## src/rtl/addsub_pkg.sv

```systemverilog
// Shared types and constants for the add/sub arbiter slice.
package addsub_pkg;

   localparam int unsigned WIDTH_DEFAULT = 8;

   typedef enum logic {
      OP_SUB = 1'b0,
      OP_ADD = 1'b1
   } op_e;

   typedef enum logic {
      EMPTY = 1'b0,
      FULL  = 1'b1
   } state_e;

   // Request bundle at the default width; the top rebuilds it at its own width.
   typedef struct packed {
      logic [WIDTH_DEFAULT-1:0] a;
      logic [WIDTH_DEFAULT-1:0] b;
      op_e                      op;
   } req_t;

endpackage

```

## src/rtl/addsub_unit.sv

```systemverilog
// Combinational WIDTH-bit adder/subtractor with carry (add) or borrow (subtract) out.
module addsub_unit #(
   parameter int unsigned WIDTH = 8
) (
   input  logic [WIDTH-1:0] a,
   input  logic [WIDTH-1:0] b,
   input  logic             sel,
   output logic [WIDTH-1:0] data,
   output logic             carry
);

   // Zero-extend by one bit so the top bit is carry on add and borrow on subtract.
   always_comb begin
      if (sel) begin
         {carry, data} = {1'b0, a} + {1'b0, b};
      end else begin
         {carry, data} = {1'b0, a} - {1'b0, b};
      end
   end

endmodule

```

## src/rtl/addsub_arbiter.sv

```systemverilog
// Round-robin arbiter sharing one add/sub unit between two requesters, with a
// single-entry output register (valid/ready) tagged by requester ID.
module addsub_arbiter
   import addsub_pkg::*;
#(
   parameter int unsigned WIDTH = WIDTH_DEFAULT
) (
   input  logic               clk,
   input  logic               rst,
   input  logic [1:0]         in_valid,
   output logic [1:0]         in_ready,
   input  logic [2*WIDTH-1:0] in_a,
   input  logic [2*WIDTH-1:0] in_b,
   input  logic [1:0]         in_sel,
   output logic               out_valid,
   input  logic               out_ready,
   output logic [WIDTH-1:0]   out_data,
   output logic               out_carry,
   output logic               out_id
);

   typedef struct packed {
      logic [WIDTH-1:0] a;
      logic [WIDTH-1:0] b;
      op_e              op;
   } req_w_t;

   state_e           state_q, state_d;
   logic             last_q, last_d;
   logic [WIDTH-1:0] data_q, data_d;
   logic             carry_q, carry_d;
   logic             id_q, id_d;

   logic [1:0]       grant;
   logic             gnt_idx;
   logic             can_accept;
   logic             xfer;
   req_w_t           req;
   logic [WIDTH-1:0] alu_data;
   logic             alu_carry;

   // Grant selection: lone requester wins; on a tie the one other than last wins.
   always_comb begin
      grant   = 2'b00;
      gnt_idx = 1'b0;
      case (in_valid)
         2'b01: grant = 2'b01;
         2'b10: begin
            grant   = 2'b10;
            gnt_idx = 1'b1;
         end
         2'b11: begin
            if (last_q) begin
               grant = 2'b01;
            end else begin
               grant   = 2'b10;
               gnt_idx = 1'b1;
            end
         end
         default: ;
      endcase
   end

   // Handshake: accept only when the output slot is free or draining this cycle.
   always_comb begin
      can_accept = (state_q == EMPTY) || out_ready;
      in_ready   = (can_accept && !rst) ? grant : 2'b00;
      xfer       = |in_ready;
   end

   // Operand mux for the granted requester.
   always_comb begin
      if (gnt_idx) begin
         req.a  = in_a[2*WIDTH-1:WIDTH];
         req.b  = in_b[2*WIDTH-1:WIDTH];
         req.op = op_e'(in_sel[1]);
      end else begin
         req.a  = in_a[WIDTH-1:0];
         req.b  = in_b[WIDTH-1:0];
         req.op = op_e'(in_sel[0]);
      end
   end

   addsub_unit #(
      .WIDTH (WIDTH)
   ) u_addsub_unit (
      .a     (req.a),
      .b     (req.b),
      .sel   (req.op == OP_ADD),
      .data  (alu_data),
      .carry (alu_carry)
   );

   // Next state: load on transfer, drain to EMPTY when consumed without refill.
   always_comb begin
      state_d = state_q;
      last_d  = last_q;
      data_d  = data_q;
      carry_d = carry_q;
      id_d    = id_q;
      if (xfer) begin
         state_d = FULL;
         last_d  = gnt_idx;
         data_d  = alu_data;
         carry_d = alu_carry;
         id_d    = gnt_idx;
      end else if ((state_q == FULL) && out_ready) begin
         state_d = EMPTY;
      end
   end

   // State and output register; last resets to 1 so requester 0 wins the first tie.
   always_ff @(posedge clk or posedge rst) begin
      if (rst) begin
         state_q <= EMPTY;
         last_q  <= 1'b1;
         data_q  <= '0;
         carry_q <= 1'b0;
         id_q    <= 1'b0;
      end else begin
         state_q <= state_d;
         last_q  <= last_d;
         data_q  <= data_d;
         carry_q <= carry_d;
         id_q    <= id_d;
      end
   end

   // Registered outputs.
   always_comb begin
      out_valid = (state_q == FULL);
      out_data  = data_q;
      out_carry = carry_q;
      out_id    = id_q;
   end

endmodule

```

## config.mk

```make
export PLATFORM = sky130hd
export DESIGN_NAME = addsub_arbiter
export DESIGN_NICKNAME = d
export VERILOG_FILES = /design/src/rtl/addsub_pkg.sv /design/src/rtl/addsub_unit.sv /design/src/rtl/addsub_arbiter.sv
export SDC_FILE = /design/constraint.sdc
export NUM_CORES = 1
export LEC_CHECK = 0
export CAP_MARGIN = 15
export CORE_AREA = 2 2 60 62
export DETAILED_ROUTE_END_ITERATION = 10
export DIE_AREA = 0 0 62 64
export PLACE_DENSITY = 0.83
export SLEW_MARGIN = 40
export SYNTH_ARGS = -nofsm -noshare
export SYNTH_HDL_FRONTEND = slang
export SYNTH_HIERARCHICAL = 1
export SYNTH_SLANG_ARGS = --single-unit
```

## constraint.sdc

```tcl
create_clock -name clk -period 3.8 [get_ports clk]
set_input_delay 0.95 -clock clk [delete_from_list [all_inputs] [get_ports clk]]
set_output_delay 0.95 -clock clk [all_outputs]
set_load 0.005 [all_outputs]
```

-- Word level (Yosys, flattened, before mapping)
Index checks and enable logic that the tools add are counted.
- output and inout port bits: 13
- bits of input ports: 39
- word-level logic and storage cells: 27
- flip-flop bits (word level): 12
- bitwise gates (word level): 1
- $add $sub $neg: 2
- muxes and demuxes: 10
- equality and inequality tests: 3
- reductions and logical operators: 6
- operators by type and width (operator ; number):
    $mux 17 ; 1
    $add 8x8->9 ; 1
    $sub 8x8->9 ; 1
    $mux 8 ; 1
    $pmux 2 s3 ; 1
    $eq 2x2->1 const B ; 2
    $mux 1 ; 4
    $mux 2 ; 2
    $eq 2x1->1 const B ; 1
    $logic_and 1x1->1 ; 2
    $pmux 1 s2 ; 1
    $reduce_bool 2->1 ; 1
    $reduce_or 2->1 ; 1
    $logic_not 1->1 ; 1
    $logic_or 1x1->1 ; 1
    $not 1->1 ; 1

-- Logic depth before layout (Yosys ltp)
- depth in word-level cells: 6
- mapped depth: 13
- depth with buffers taken out: 12

-- Hierarchy
The synthesis kept the hierarchy.
- by module, submodules not included (module ; cells an instance ; times used ; sequential area each (um^2) ; area an instance (um^2)):
    addsub_arbiter ; 53 ; 1 ; 301.5 ; 719.4
    addsub_unit ; 95 ; 1 ; 0.0 ; 713.2

-- Worst setup path before layout
Ideal clock, no wire load.
- kind: input to register
- start: input in_valid[1]
- end: register data_q[6] (netlist: out_data[6])
- stages: 12
- buffers on the path: 1
- setup time: 125 ps
- data arrival time: 3232 ps
- slack: 444 ps
- required time: 3675 ps
- cell sequence: a21boi_4 > buf_6 > mux2_2 > inv_1 > ha_1 > inv_1 > fa_1 > a21o_1 > a221oi_2 > a21oi_1 > xor2_1 > mux2_2
- RTL lines (item ; line ; source):
    start: declaration ; addsub_arbiter.sv:10 ; input logic [1:0] in_valid,
    end signal: assignment ; addsub_arbiter.sv:123 ; data_q <= data_d;
    end: declaration ; addsub_arbiter.sv:30 ; logic [WIDTH-1:0] data_q, data_d;

-- Final worst setup path
- start: input in_valid[1]
- end: output in_ready[1]
- cells in the longest elaborated chain, start to end: 3
- elaborated cells between the ends (all ways): 5
- those cells by class: eq/ne: 3; mux: 2
- RTL lines (item ; line ; source):
    $eq 2x2->1 / $eq 2x1->1 (equally long branches) ; addsub_arbiter.sv:46 ; case (in_valid)
    $pmux 2 s3 * ; addsub_arbiter.sv:46 ;
    $mux 2 * ; addsub_arbiter.sv:67 ; in_ready = (can_accept && !rst) ? grant : 2'b00;
    end: declaration ; addsub_arbiter.sv:11 ; output logic [1:0] in_ready,
Every way passes the cells marked *; elsewhere a longest branch is shown, timed or not.

==> metrics.txt <==
status finished, final reports clean; Mapped Nets 205; Core ar. 3284 um^2; GRT overflow 0; Pleak 0.9402 nW; Syn Std Cell Area 1433 um^2; combinational share of power 60.8%; die width 62 um; Vias 1,324; RSZ-0062 raised after global routing no; internal power 0.0005316 W; slowest stage delay, CP 500 ps; drc violations 0; DR WL/cell 11.65 um; Iter 0 DRT Violations 47; Tcrit/Tclk final 95.04%; Buf+Inv Stages, Crit Path 4; WP data arrival 2660 ps; Final #Nets 271; Pins Over Slew Limit 0; clk buf depth 2; sequential cell fraction of total power 26.4%; sequential area share after synthesis 21.05%; mean post-synth cell area 9.680 um^2; kind of cell adding the most delay to the critical path buffers and inverters; Antenna Cells 0; post-synthesis cell type count 39; CTS Hold Bufs 0; Die Footprint 3968 um^2; layout cells sized above 1 26.29%; count of final setup violators 0; Worst Path Required 2850 ps; Vias/cell 5.112; Die Y 64 um; Reg area 301.5 um^2; Critical Path End Type output port; dpl hpwl 2616 um; Worst Tran Pin Value 450.7 ps; top-area cell type share of the netlist area 20.44%; relative slew slack 69.86%; critical path's slowest cell clkdlybuf4s50_1; Reg clk slew, reported paths 70 ps; share of power burned in the clock network 12.7%; minimum clock period after layout 3611 ps; first-pass GRT wire length 5195 um; Num CTS Buffers 3; largest net degree at the start of global routing 11; PostCTS Resize Cnt 0; Hold Fails Final Rpt 0; H-tree Lvls 1; placer congestion estimate 0.8592; Syn-to-layout area delta 47.95%; Yosys reg bits 12; drt first pass iters 4; Hold Path Class reg2reg; clock sinks 12; Power Total 0.0007862 W; Max-Cap Viols 0; root buf cell clkbuf_4; Skew-Pair Late Insertion Delay 280 ps; busiest grt layer met2; Routed WL 3017 um; top cells by area, synth mux2_2 20%, dfrtp_1 19%, ha_1 14%; vias in the first global route 1,273; post-synth top area cell mux2_2; critical path cell sequence clkdlybuf4s50_1 > a21boi_4 > buf_4 > buf_4 > and3_1 > clkdlybuf4s50_1; Ports 52; footprint of the multi-input gates 1028 um^2; switching share of total power 32.38%; startpoint types input pin; Setup Skew 1.754 ps; Peak Freq 0.2769 GHz; Setup CP Type in2out; Pwr Density 370.9 nW/um^2; CTS tree done; Ys Warns 6; row cnt 21; ANT nets after route 0; initial core utilization 43.62%; Syn Inst Count 148; Fillers 272; postcts setup bufs 0; met2 Use GR 28.78%; worst vdd ir 0.1721 mV; critical path peak fanout 5; total track usage 17.00%; M1 GR Usage 20.53%; initial antenna violation count 0; P_sw 0.0002546 W; port bufs 51; M3 GR Usage 3.644%; hold_ws 481.8 ps
layout make-up:
cell class | count | area share [%]
sequential | 12 | 14.23
inverter | 20 | 3.542
timing repair buffer | 64 | 29.28
multi-input combinational | 113 | 48.52
tap | 46 | 2.715
clock buffer | 4 | 1.712
power by group through the flow:
| stage | sequential [W] | clock, W | combinational (W) |
|---|---|---|---|
| finish | 0.000208 | 0.000100 | 0.000478 |
| detailed placement | 0.000212 | 0 | 0.000482 |
| global route | 0.000216 | 0.000109 | 0.000526 |
| floorplan | 0.000214 | 0 | 0.000267 |
| CTS | 0.000209 | 0.000104 | 0.000484 |
| global placement | 0.000212 | 0 | 0.000470 |
layout by cell type (no fill, tap or decap), drive strengths merged, types with 2 or more instances in the layout:
cell           synthesis  layout
xnor2                  4       4
a221oi                 3       3
a21o                   4       4
mux2                  26      26
dfrtp                 11      11
ha                    16      16
nor2b                  5       5
nand3                  2       2
nor2                   5       5
clkbuf                 0       4
inv                   20      20
a21boi                 2       2
a21oi                  5       5
and3                   2       2
o21ai                 10      10
xor2                   2       2
clkdlybuf4s50          0      51
nor3                   4       4
buf                    3      13
mux2i                  2       2
fa                     2       2
o31ai                  3       3
nand2b                 4       4
nand2                  5       5
cells in the mapped netlist (all sizes together):
cell type,number
mux2,26
inv,20
ha,16
dfrtp,11
o21ai,10
a21oi,5
nand2,5
nor2,5
nor2b,5
a21o,4
nand2b,4
nor3,4
xnor2,4
a221oi,3
buf,3
o31ai,3
a21boi,2
and3,2
fa,2
mux2i,2
nand3,2
xor2,2
a2111oi,1
a31o,1
dfstp,1
nor3b,1
o211ai,1
o21a,1
o21bai,1
o22ai,1
kinds of logic after synthesis:
family	Yosys count	synth area share [%]
mux	28	21.83
compound gates	33	17.73
xor+xnor	6	3.668
simple gates	28	11.79
fa+ha+maj	18	16.77
buf+inv	23	7.161
flops	12	21.05
routing by layer:
| layer | routed length (um) | part of all wire, % |
|---|---|---|
| met5 | 0 | 0 |
| met2 | 1474 | 49 |
| met3 | 224 | 7.4 |
| met1 | 1259 | 42 |
| met4 | 58 | 1.9 |
state kept, by name, indices dropped and copies added, names as in the netlist:
register,flops
out_data,8
last_q,1
out_carry,1
out_id,1
out_valid,1
metrics by stage:
step	cells	setup TNS, ps	worst slack (ps)	area, um^2	utilization (%)
floorplan	148	0	443.7	1433	-
global placement	255	0	5.433	2083	63.43
detailed placement	255	-12.25	-12.25	2083	63.43
CTS	259	0	174.1	2120	64.53
global route	259	0	99.20	2120	64.53
finish	259	0	188.6	2120	64.53
worst paths after layout:
check / endpoint / start / slack (ps) / cells past startpoint
max in group asynchronous: last_q$_DFFE_PP1P_ / rst / 2470 / 3
min in group asynchronous: out_valid$_DFFE_PP0P_ / rst / 1130 / 3
setup / recovery: in_ready[1] / in_valid[1] / 190 / 6
hold reg to reg: out_id$_DFFE_PP0P_ / out_id$_DFFE_PP0P_ / 480 / 1
hold / removal: out_id$_DFFE_PP0P_ / out_id$_DFFE_PP0P_ / 480 / 1
setup reg to reg: out_data[6]$_DFFE_PP0P_ / last_q$_DFFE_PP1P_ / 1050 / 12
(Power assumes the default switching activity.)
